$ cat config.mk
export PLATFORM = sky130hd
export DESIGN_NAME = divider_4bits_seq
export DESIGN_NICKNAME = d
export VERILOG_FILES = /design/src/rtl/div_pkg.sv /design/src/rtl/full_subtracter_4bits.sv /design/src/rtl/divider_4bits_seq.sv
export SDC_FILE = /design/constraint.sdc
export NUM_CORES = 1
export LEC_CHECK = 0
export BUFFER_PORTS_ARGS = -buffer_cell sky130_fd_sc_hd__buf_2
export CORE_ASPECT_RATIO = 1.4
export CORE_UTILIZATION = 55
export DETAILED_ROUTE_END_ITERATION = 12
export MAX_ROUTING_LAYER = met4
export PLACE_DENSITY = 0.88
export SETUP_SLACK_MARGIN = 0.1
export SYNTH_ARGS = -nofsm -noshare
export SYNTH_HDL_FRONTEND = slang
export SYNTH_HIERARCHICAL = 1
export SYNTH_SLANG_ARGS = --single-unit
$ cat constraint.sdc
create_clock -name clk -period 2.95 [get_ports clk]
set_input_delay 0.59 -clock clk [delete_from_list [all_inputs] [get_ports clk]]
set_output_delay 0.59 -clock clk [all_outputs]
set_load 0.01 [all_outputs]
$ cat src/rtl/div_pkg.sv
// div_pkg: shared width and FSM state encoding for the sequential divider.
package div_pkg;
  localparam int WIDTH = 4;
  typedef enum logic [1:0] {
    S_IDLE = 2'd0,
    S_RUN  = 2'd1,
    S_DONE = 2'd2
  } state_t;
endpackage

$ cat src/rtl/full_subtracter_4bits.sv
// full_subtracter_4bits: ripple-borrow subtractor computing a - b - bin.
module full_subtracter_4bits
  import div_pkg::*;
(
  input  logic [WIDTH-1:0] a,
  input  logic [WIDTH-1:0] b,
  input  logic             bin,
  output logic [WIDTH-1:0] diff,
  output logic             bout
);
  logic [WIDTH:0] w_b;
  assign w_b[0] = bin;
  for (genvar i = 0; i < WIDTH; i++) begin : g_bit
    assign diff[i]  = a[i] ^ b[i] ^ w_b[i];
    assign w_b[i+1] = (~a[i] & b[i]) | (~(a[i] ^ b[i]) & w_b[i]);
  end
  assign bout = w_b[WIDTH];
endmodule

$ cat src/rtl/divider_4bits_seq.sv
// divider_4bits_seq: unsigned restoring divider, one quotient bit per clock.
module divider_4bits_seq
  import div_pkg::*;
(
  input  logic             clk,
  input  logic             rst,
  input  logic             start,
  input  logic [WIDTH-1:0] dividend,
  input  logic [WIDTH-1:0] divisor,
  output logic             busy,
  output logic             done,
  output logic [WIDTH-1:0] quotient,
  output logic [WIDTH-1:0] remainder,
  output logic             div_by_zero
);
  state_t           r_state;
  logic [1:0]       r_cnt;
  logic [WIDTH-1:0] r_p, r_q, r_d;
  logic [WIDTH:0]   w_s;
  logic [WIDTH-1:0] w_diff, w_p_nxt, w_q_nxt;
  logic             w_borrow, w_acc;
  // P[4] is always 0 between steps, so only its low bits are stored
  assign w_s = {r_p, r_q[WIDTH-1]};
  full_subtracter_4bits u_sub (
    .a    (w_s[WIDTH-1:0]),
    .b    (r_d),
    .bin  (1'b0),
    .diff (w_diff),
    .bout (w_borrow)
  );
  assign w_acc   = w_s[WIDTH] | ~w_borrow;
  assign w_p_nxt = w_acc ? w_diff : w_s[WIDTH-1:0];
  assign w_q_nxt = {r_q[WIDTH-2:0], w_acc};
  assign busy    = r_state != S_IDLE;
  assign done    = r_state == S_DONE;
  always_ff @(posedge clk or posedge rst) begin
    if (rst) begin
      r_state     <= S_IDLE;
      r_cnt       <= '0;
      r_p         <= '0;
      r_q         <= '0;
      r_d         <= '0;
      quotient    <= '0;
      remainder   <= '0;
      div_by_zero <= 1'b0;
    end else begin
      case (r_state)
        S_IDLE: if (start) begin
          if (divisor != '0) begin
            r_q         <= dividend;
            r_d         <= divisor;
            r_p         <= '0;
            r_cnt       <= '0;
            div_by_zero <= 1'b0;
            r_state     <= S_RUN;
          end else begin
            quotient    <= '1;
            remainder   <= dividend;
            div_by_zero <= 1'b1;
            r_state     <= S_DONE;
          end
        end
        S_RUN: begin
          r_p   <= w_p_nxt;
          r_q   <= w_q_nxt;
          r_cnt <= r_cnt + 2'd1;
          if (r_cnt == 2'd3) begin
            quotient  <= w_q_nxt;
            remainder <= w_p_nxt;
            r_state   <= S_DONE;
          end
        end
        default: r_state <= S_IDLE;
      endcase
    end
  end
endmodule

Word-level counts from Yosys, hierarchy flattened
Index checks and enable logic that the tools add are counted.
{ "word_totals": {"inputBits": 11, "memories": 0, "latchBits": 0, "out_inout_bits": 11, "word_cells": 74, "ff_bits": 25, "romBits": 0, "ram_bits": 0} }
{ "op_classes": {"div": 0, "n_mul": 0, "n_eq_ne": 7, "n_bitwise": 26, "shifts": 0, "addsub": 1, "n_reduce_logical": 9, "magnitude_cmp": 0, "n_mux": 23} }
{ "op_table": {"columns": ["operator", "n"], "rows": [
  ["$mux W4", 11],
  ["$pmux W4 S2", 4],
  ["$mux W2", 5],
  ["$ne A2 B2 Y1 const B", 4],
  ["$not A1 Y1", 8],
  ["$pmux W2 S2", 2],
  ["$and A1 B1 Y1", 7],
  ["$xor A1 B1 Y1", 7],
  ["$reduce_and A3 Y1", 2],
  ["$eq A2 B2 Y1 const B", 2],
  ["$or A1 B1 Y1", 4],
  ["$reduce_and A2 Y1", 2],
  ["$reduce_and A4 Y1", 1],
  ["$reduce_bool A2 Y1", 2],
  ["$reduce_bool A4 Y1", 1],
  ["$add A2 B1 Y2 const B", 1],
  ["$eq A2 B1 Y1 const B", 1],
  ["$logic_not A2 Y1", 1],
  ["$mux W1", 1]
]} }

Logic depth before layout (Yosys ltp)
Gate-level depths: netlist of the first run.
{ "depth": {"depth_word": 13, "mapped_depth": 12, "mapped_depth_nobuf": 11} }

Cells and area by module
Netlist of the first run, hierarchy kept.
{ "by_module_without_submodules": {"columns": ["module", "seq_area_each_um2", "area_each_um2", "cells_each", "instances"], "rows": [
  ["divider_4bits_seq", 625.6, 1224.9, 122, 1],
  ["full_subtracter_4bits", 0.0, 117.6, 14, 1]
]} }

Worst setup path after synthesis of the first run
No wires, ideal clock.
{ "synth_path": {"path_kind": "register -> register", "from": "reg r_d[0]", "to": "reg remainder[0]", "path_stages_with_launch": 13, "setup_time_ns": 0.143, "period_less_slack_ns": 2.401, "setup_slack_ns": 0.549, "path_buffers": 1, "required_ns": 2.807, "t_arrival_ns": 2.259, "path_cell_list": "dfrtp_1 inv_1 fa_1 inv_1 fa_1 fa_1 inv_1 fa_1 inv_1 nand2b_1 clkbuf_1 mux2i_1 o221ai_1"} }
{ "synth_between": {"elab_chain_cells": 12, "word_cells_on_any_way": 13, "cone_classes": "mux (3); bitwise (10)"} }
{ "synth_lines": {"columns": ["element", "line", "source"], "rows": [
  ["from (decl)", "divider_4bits_seq.sv:18", "logic [WIDTH-1:0] r_p, r_q, r_d;"],
  ["from (signal assigned)", "divider_4bits_seq.sv:51", "r_d <= divisor;"],
  ["$and A1 B1 Y1 (2 in series)", "full_subtracter_4bits.sv:15", "assign w_b[i+1] = (~a[i] & b[i]) | (~(a[i] ^ b[i]) & w_b[i]);"],
  ["$or A1 B1 Y1", "full_subtracter_4bits.sv:15", null],
  ["$and A1 B1 Y1", "full_subtracter_4bits.sv:15", null],
  ["$or A1 B1 Y1", "full_subtracter_4bits.sv:15", null],
  ["$and A1 B1 Y1", "full_subtracter_4bits.sv:15", null],
  ["$or A1 B1 Y1", "full_subtracter_4bits.sv:15", null],
  ["via w_borrow", "divider_4bits_seq.sv:21", "logic w_borrow, w_acc;"],
  ["$not A1 Y1", "divider_4bits_seq.sv:31", "assign w_acc = w_s[WIDTH] | ~w_borrow;"],
  ["$or A1 B1 Y1", "divider_4bits_seq.sv:31", null],
  ["$mux W4", "divider_4bits_seq.sv:32", "assign w_p_nxt = w_acc ? w_diff : w_s[WIDTH-1:0];"],
  ["$mux W4", "divider_4bits_seq.sv:67", "if (r_cnt == 2'd3) begin"],
  ["$pmux W4 S2", "divider_4bits_seq.sv:47", "case (r_state)"],
  ["to (signal assigned)", "divider_4bits_seq.sv:58", "remainder <= dividend;"],
  ["to (signal assigned)", "divider_4bits_seq.sv:69", "remainder <= w_p_nxt;"],
  ["to (decl)", "divider_4bits_seq.sv:13", "output logic [WIDTH-1:0] remainder,"]
]} }
The timed path passes the listed nets, and every way through them passes these cells. The select of a mux whose other input is x is not followed.
A chain may end at the register's enable or synchronous reset.

Worst setup path after layout of the first run
Ends and elaborated chain as after synthesis.

==> results of run 1 <==
-- area by class of cell --
type,count,share of cell area [%]
clock buffers,4,1.79
inverters,15,3.83
multi-input cells,89,42.3
flip-flops and latches,25,42.5
well taps,22,1.87
repair buffers,22,7.65
-- cell usage after synthesis --
library cell,instances
dfrtp_1,25
inv_1,15
nor2_1,13
a21oi_1,9
nand2_1,9
o21ai_0,7
a31oi_1,5
fa_1,4
nand2b_1,4
nor2b_1,4
o22ai_1,4
buf_2,3
clkbuf_1,3
mux2_1,3
mux2i_1,3
nand3_1,3
o211ai_1,3
o221ai_1,3
and3b_1,2
nand3b_1,2
a211oi_1,1
buf_6,1
conb_1,1
ha_1,1
mux2_2,1
nand2_4,1
nor3b_4,1
nor4_1,1
o21ai_4,1
or2_2,1
or3b_2,1
or4_4,1
-- how the worst max path moves through the flow --
stage	from	endpoint	slack, ns	cells after the start
floorplan	r_d[0]	remainder[0]	0.55	12
global placement	r_d[0]	remainder[2]	0.50	11
detailed placement	r_d[0]	remainder[0]	0.37	11
CTS	r_d[0]	remainder[0]	0.31	11
global route	r_d[0]	remainder[0]	0.16	11
finish	r_d[0]	remainder[0]	0.26	11
-- cells by family after synthesis --
logic type | synth area share, %
AO/OA/AOI/OAI | 15.6
adder cells (fa/ha/maj) | 6.90
buffers and inverters | 6.99
flip-flops | 46.6
multiplexers | 5.59
other | 0.279
AND/OR/NAND/NOR | 18.1
-- where the power goes --
| part | leakage (nW) | internal, mW | switching [mW] | total, mW |
|---|---|---|---|---|
| combinational | 0.376 | 0.359 | 0.468 | 0.827 |
| clock | 0.0150 | 0.0530 | 0.0999 | 0.153 |
| sequential | 0.299 | 0.501 | 0.123 | 0.624 |
-- per-layer routing --
layer	track usage, %	share of wire (%)
met1	28.2	41
met2	41.8	52
met3	2.08	4.5
met4	11.2	2.3
met5	-	0
-- registers in the layout (all words and copies together), names as in the netlist --
register,cells
r_q,4
div_by_zero,1
remainder,4
r_state,2
r_d,4
r_p,4
quotient,4
r_cnt,2
-- per-stage QoR --
stage	cell area [um2]	power, mW	instances	utilization (%)
2_1_floorplan	1340	1.23	136	-
3_3_place_gp	1450	1.38	173	64.9
3_5_place_dp	1450	1.45	173	64.9
4_1_cts	1470	1.61	177	66.1
5_1_grt	1470	1.73	177	66.1
6_report	1470	1.60	177	66.1
==> out/qor.yml, run 1 <==
outcome: "complete, but fails checks"
violations: "design-rule violations"
worstPathCellList: "inv_1 -> fa_1 -> inv_1 -> fa_1 -> fa_1 -> inv_1 -> fa_1 -> inv_1 -> nand2b_1 -> mux2i_1 -> o221ai_1"
finalCritPeriodShare_pct: 91.2
hold_viol: 0
area_growth_pct: 9.60
fp.dieW_um: 43.8
critPathCaptureType: "flop"
diodes: 0
hold_path_class: "in -> async"
r2r_cells: 11
antenna_left: 0
setup_violations: 0
cp.arrival_ns: 2.88
path_class: "reg -> reg"
synth_nets: 152
ys_types: 32
syn-cell-area_mm2: 0.00134
maxSlewHeadroom_pct: 36.9
multi_input_area_um2: 623
grtUsageTotal_pct: 24.2
cp_slowest_cell: "dfrtp_1"
drc: 2
num_rows: 20
ys_seq_area_share_pct: 46.6
grt-ovfl-total: 0
fin_tns_setup_ns: 0
synth_area_per_cell_um2: 9.87
start_util_pct: 60.3
cts_htree_levels: 1
fin_skew_ns: 0.00526
r2r-start: "r_d[0]"
gp_congestion: 0.889
cp_top_family: "adder cells"
grt_pass1_wl_um: 4510
syn_inst: 136
fillers: 194
synthDominantCellAreaShare_pct: 46.6
cts_buffers: 3
drtIter0Drc: 33
clock_latency_ns: 0.32
ys_ff_latch: 25
viasPerCell: 5.88
seqCellArea_um2: 626
root_buffer: "clkbuf_4"
io_pins: 22
wl_per_cell_um: 15.3
vdd_ir_drop_max_v: 0.000667
tightest_slew_ns: 0.945
grt_max_degree: 26
leakagePower_nw: 0.690
path_max_fanout: 6
num_vias: 1041
p_per_area_mw_per_mm2: 1090
cts.sinks: 25
ff2ff_setup_slack_ns: 0.26
ys_top_cells_by_area: "dfrtp_1 (47%), fa_1 (6.0%), inv_1 (4.2%)"
drt_wl_total_um: 2710
fin_crit_ns: 2.69
maxCapViolations: 0
cts_tree: "yes"
hpwl_um: 2070
slew_viol_final: 0
worstPathRequired_ns: 3.14
startpoint_type: "flop"
dr.pass1.iters: 9
rsz0062_at_grt: "no"
clock_path_buffers: 2
final_common_cell: "dfrtp_1"
first_global_vias: 1011
ctsHoldBuffers: 0
fin_ws_ns: 0.259
crit_path_max_incr_delay_ns: 0.40
clock.fmax_mhz: 372
cts_setup_buffers: 0
final_cell_mix: "dfrtp_1 (25), buf_2 (21), inv_1 (15), nor2_1 (13)"
crit_buf_inv: 4
cts-resized-gates: 0
yosysWarnings: 6
port_buffers: 21
fp.dieArea_mm2: 0.00265
core-area_mm2: 0.00223
num-nets-final: 172
reg2reg_to: "remainder[0]"
drive_above_1_share_pct: 20.6
antenna_found_initial: 0
holdWs_ns: 0.457
dieHeight_um: 60.5
clkSlewWorstSetupHoldPaths_ns: 0.13
post-place-ws_ns: 0.368
yosysTopAreaCell: "dfrtp_1"
Note: power is estimated with default switching activity, not from simulation.
==> run 2: changes to the inputs <==
--- a/config.mk
+++ b/config.mk
@@ -5,12 +5,13 @@
 export SDC_FILE = /design/constraint.sdc
 export NUM_CORES = 1
 export LEC_CHECK = 0
+export ABC_AREA = 1
 export BUFFER_PORTS_ARGS = -buffer_cell sky130_fd_sc_hd__buf_2
 export CORE_ASPECT_RATIO = 1.4
-export CORE_UTILIZATION = 55
+export CORE_UTILIZATION = 54
 export DETAILED_ROUTE_END_ITERATION = 12
 export MAX_ROUTING_LAYER = met4
-export PLACE_DENSITY = 0.88
+export PLACE_DENSITY = 0.87
 export SETUP_SLACK_MARGIN = 0.1
 export SYNTH_ARGS = -nofsm -noshare
 export SYNTH_HDL_FRONTEND = slang
==> run 2 against run 1 <==
Compared with the run above:
- design area decreased by 2.6%
- via count grew 2.9%
- wire length decreased by 12%
- global-route usage down 1.4 points
- total power shrank 0.42%
- largest power group unchanged
- hold slack worse by 0.018 ns
- die area shrank 2.8%
- clock power down 3%
- synthesized area decreased by 4.7%
- critical path type unchanged
- the flow now finishes without violations
==> out/qor.yml, run 2 <==
num_rows: 20
postLayoutCoreUtil_pct: 65.1
antenna_left: 0
multi_input_area_um2: 572
worstPathCellList: "fa_1 -> inv_1 -> fa_1 -> fa_1 -> inv_1 -> fa_1 -> inv_1 -> inv_1 -> nor2_1 -> nand3_1 -> nand3_1 -> nand2_1 -> nand2_1"
cts_setup_buffers: 0
yosysWarnings: 6
seqCellArea_um2: 626
syn_inst: 161
p_per_area_mw_per_mm2: 1110
num-nets-final: 202
dr.pass1.iters: 4
cp-endpoint: "remainder[2]"
final_cell_mix: "nand2_1 (67), dfrtp_1 (25), nand3_1 (22), buf_2 (21), inv_1 (20)"
synth_common_cells: "nand2_1 (67), dfrtp_1 (25), nand3_1 (22)"
ctsHoldBuffers: 0
fin_tns_setup_ns: 0
cts_buffers: 3
viasPerCell: 5.17
ys_types: 17
yosysTopAreaCell: "dfrtp_1"
post-synth-top-count-cell: "nand2_1"
path_class: "reg -> reg"
maxSlewHeadroom_pct: 39.9
startpoint_type: "flop"
dpl_cell_area_mm2: 0.00141
drive_above_1_share_pct: 16.8
hold_viol: 0
ys_top_cells_by_area: "dfrtp_1 (49%), nand2_1 (20%), nand3_1 (8.6%)"
antenna_found_initial: 0
vdd_ir_drop_max_v: 0.000652
post-place-ws_ns: 0.481
cts_htree_levels: 1
clock_latency_ns: 0.32
path_max_fanout: 6
gp_congestion: 0.844
maxCapViolations: 0
start_util_pct: 58.1
synthArstFlopShare_pct: 100
syn-cell-area_mm2: 0.00128
clock_path_buffers: 2
cts_tree: "yes"
slew_viol_final: 0
fin_skew_ns: 0.00878
core-area_mm2: 0.00220
ys_seq_area_share_pct: 48.9
cts-resized-gates: 0
crit_path_max_incr_delay_ns: 0.43
ys_ff_latch: 25
outcome: "finished clean"
worstPathRequired_ns: 3.22
leakagePower_nw: 0.820
ff2ff_setup_slack_ns: 0.44
drc: 0
crit_cells: 13
grtUsageTotal_pct: 22.7
hold_path_class: "in -> async"
clock.fmax_mhz: 398
r2r-start: "r_q[3]"
synth_area_per_cell_um2: 7.95
cts.sinks: 25
setup_violations: 0
rsz0062_at_grt: "no"
cp.arrival_ns: 2.79
yosys_most_used_dff: "dfrtp_1"
fp.dieArea_mm2: 0.00257
fp.dieW_um: 43.1
first_global_vias: 1106
wl_per_cell_um: 11.5
critPathCaptureType: "flop"
fin_ws_ns: 0.437
port_buffers: 21
cp_top_family: "adder cells"
synth_nets: 177
clkSlewWorstSetupHoldPaths_ns: 0.13
fin_crit_ns: 2.51
drtIter0Drc: 44
dieHeight_um: 59.6
area_growth_pct: 11.9
crit_buf_inv: 4
fin_area_mm2: 0.00143
io_pins: 22
grt_pass1_wl_um: 4240
root_buffer: "clkbuf_4"
hpwl_um: 1880
grt-ovfl-total: 0
final_common_cell: "nand2_1"
num_vias: 1071
synth_edf_count: 0
cp-startpoint: "r_q[3]"
synthDominantCellAreaShare_pct: 48.9
finalCritPeriodShare_pct: 85.2
reg2reg_to: "remainder[2]"
drt_wl_total_um: 2370
cp_slowest_cell: "dfrtp_1"
tightest_slew_ns: 0.900
grt_max_degree: 26
r2r_cells: 13
diodes: 0
fillers: 196
run 2: metrics by stage:
stage                     instances  power [mW]  hold slack (ns)
after floorplan                 161        1.24            0.442
after global placement          203        1.42            0.456
after detailed placement        203        1.46            0.459
after CTS                       207        1.61            0.462
after global routing            207        1.79            0.468
final                           207        1.60            0.439
run 2: worst min path at each step:
stage	end	cells after the start
detailed placement	r_d[3]	2
CTS	quotient[0]	2
floorplan	r_d[0]	2
global route	r_d[3]	3
global placement	r_d[0]	2
finish	r_q[3]	2
run 2: final cells by class:
class / instances / share of cell area (%)
Tap cell: 22 / 1.92
Clock buffer: 3 / 1.57
Sequential cell: 25 / 43.7
Clock inverter: 1 / 0.349
Multi-Input combinational cell: 115 / 39.9
Inverter: 20 / 5.24
Timing Repair Buffer: 21 / 7.34
run 2: worst register-to-register path, stage by stage, from the launching register on:
cell and delay (ns):
dfrtp_1 0.43, fa_1 0.42, inv_1 0.08, fa_1 0.17
fa_1 0.18, inv_1 0.05, fa_1 0.36, inv_1 0.08
inv_1 0.04, nor2_1 0.27, nand3_1 0.17, nand3_1 0.11
nand2_1 0.05, nand2_1 0.05
run 2: routing by layer:
metal  global-route usage, %  wire length (um)  part of all wire (%)  vias up
li1                        -                 -                     -      547
met1                    23.2               970                    41      477
met2                    40.3              1210                    51       40
met3                    2.74               120                   5.1        7
met4                    14.3                75                   3.2        0
met5                       -                 0                     0        -
run 2: cell families after synthesis:
family,after synthesis,share of synthesized area [%]
compound gates,7,3.03
fa+ha+maj,5,7.23
buf+inv,21,6.45
flops,25,48.9
other cells,1,0.293
simple gates,102,34.1
run 2: power breakdown:
| group | leakage [nW] | switching, mW | internal (mW) | total [mW] |
|---|---|---|---|---|
| registers | 0.311 | 0.0997 | 0.505 | 0.604 |
| clock network | 0.0177 | 0.0969 | 0.0509 | 0.148 |
| logic | 0.491 | 0.545 | 0.300 | 0.845 |
| total | 0.820 | 0.742 | 0.855 | 1.60 |
==> run 3: changes to the inputs <==
--- a/config.mk
+++ b/config.mk
@@ -6,7 +6,7 @@
 export NUM_CORES = 1
 export LEC_CHECK = 0
 export ABC_AREA = 1
-export BUFFER_PORTS_ARGS = -buffer_cell sky130_fd_sc_hd__buf_2
+export BUFFER_PORTS_ARGS = -buffer_cell sky130_fd_sc_hd__buf_4
 export CORE_ASPECT_RATIO = 1.4
 export CORE_UTILIZATION = 54
 export DETAILED_ROUTE_END_ITERATION = 12
==> run 3 against run 2 <==
Compared with the run above:
- total power rose by 4.7%
- first-iteration DRC count is 2.3% higher
- fmax rose by 0.17%
- hold slack better by 0.0032 ns
- final cell count unchanged
- register-to-register slack about the same
- design area up 3.6%
- flip-flop and latch count unchanged
- critical path type unchanged
- highest routed layer unchanged
==> out/qor.yml, run 3 (synthesis gave the netlist of run 2 again) <==
crit_path_max_incr_delay_ns: 0.44
maxCapViolations: 0
finalCritPeriodShare_pct: 85.0
root_buffer: "clkbuf_4"
antenna_left: 0
fp.dieW_um: 43.1
grt_pass1_wl_um: 4430
drt_wl_total_um: 2570
fin_crit_ns: 2.51
gp_congestion: 0.839
grtUsageTotal_pct: 24.4
fp.dieArea_mm2: 0.00257
fillers: 194
diodes: 0
final_cell_mix: "nand2_1 (67), dfrtp_1 (25), nand3_1 (22), buf_4 (21), inv_1 (20)"
outcome: "finished clean"
path_max_fanout: 6
vdd_ir_drop_max_v: 0.000624
cp.arrival_ns: 2.78
fin_tns_setup_ns: 0
startpoint_type: "flop"
cts-resized-gates: 0
clock_path_buffers: 2
clock.fmax_mhz: 399
first_global_vias: 1075
worstPathCellList: "fa_1 -> inv_1 -> fa_1 -> fa_1 -> inv_1 -> fa_1 -> inv_1 -> inv_1 -> nor2_1 -> nand3_1 -> nand3_1 -> nand2_1 -> nand2_1"
num_rows: 20
core-area_mm2: 0.00220
clock_latency_ns: 0.32
maxSlewHeadroom_pct: 40.0
slew_viol_final: 0
hold_viol: 0
r2r_cells: 13
cp_slowest_cell: "dfrtp_1"
tightest_slew_ns: 0.900
cts.sinks: 25
cts_htree_levels: 1
viasPerCell: 5.30
wl_per_cell_um: 12.4
fin_skew_ns: 0.00728
grt-ovfl-total: 0
cts_tree: "yes"
cp-startpoint: "r_q[3]"
path_class: "reg -> reg"
ctsHoldBuffers: 0
io_pins: 22
drive_above_1_share_pct: 16.2
final_common_cell: "nand2_1"
holdWs_ns: 0.442
leakagePower_nw: 0.833
dr.pass1.iters: 5
p_per_area_mw_per_mm2: 1130
critPathCaptureType: "flop"
drc: 0
r2r-start: "r_q[3]"
cts_setup_buffers: 0
grt_max_degree: 26
num_vias: 1098
dieHeight_um: 59.6
area_growth_pct: 15.9
port_buffers: 21
drtIter0Drc: 45
antenna_found_initial: 0
num-nets-final: 202
hpwl_um: 1950
rsz0062_at_grt: "no"
start_util_pct: 58.1
cts_buffers: 3
setup_violations: 0
clkSlewWorstSetupHoldPaths_ns: 0.13
hold_path_class: "in -> async"
worstPathRequired_ns: 3.22
[run 3: changes by cell type in the layout (fill, tap and decap cells not counted)]
cell | before | now
buf_2 | 21 | 0
buf_4 | 0 | 21
clkbuf_1 | 0 | 1
clkinv_2 | 1 | 0
[run 3: layout make-up]
class / count / area [um2] / area share (%)
Tap cell: 22 / 27.5 / 1.85
Inverter: 20 / 75.1 / 5.06
Sequential cell: 25 / 626 / 42.2
Clock buffer: 4 / 26.3 / 1.77
Timing Repair Buffer: 21 / 158 / 10.6
Multi-Input combinational cell: 115 / 572 / 38.5
[run 3: per-layer routing]
metal	wire length, um	global-route usage (%)
met1	1030	27.0
met2	1340	41.8
met3	128	2.13
met4	74	15.2
met5	0	-
[run 3: path summary, 6_finish.rpt]
path	slack, ns	endpoint
setup / recovery	0.44	remainder[1]
hold / removal	0.44	quotient[3]
setup reg to reg	0.44	remainder[1]
hold reg to reg	0.50	r_d[3]
max in group asynchronous	1.95	r_q[3]
min in group clk	0.47	r_d[1]
[run 3: worst max-delay path: cells and delay by family (launching register included)]
| kind | cells | cell delay, ns |
|---|---|---|
| fa+ha+maj | 4 | 1.12 |
| simple gates | 5 | 0.67 |
| flops | 1 | 0.44 |
| buf+inv | 4 | 0.23 |
[run 3: stage by stage]
| step | setup WS (ns) | cell area (um2) | utilization [%] | cells | total power, mW |
|---|---|---|---|---|---|
| finish | 0.441 | 1480 | 67.4 | 207 | 1.67 |
| global route | 0.232 | 1480 | 67.4 | 207 | 1.82 |
| CTS | 0.453 | 1480 | 67.4 | 207 | 1.67 |
| detailed placement | 0.493 | 1460 | 66.2 | 203 | 1.51 |
| global placement | 0.554 | 1460 | 66.2 | 203 | 1.46 |
| floorplan | 0.706 | 1280 | - | 161 | 1.24 |
[run 3: where the power goes]
group	total [mW]	switching, mW	internal, mW
logic	0.904	0.563	0.341
registers	0.615	0.110	0.505
clock network	0.154	0.101	0.0530
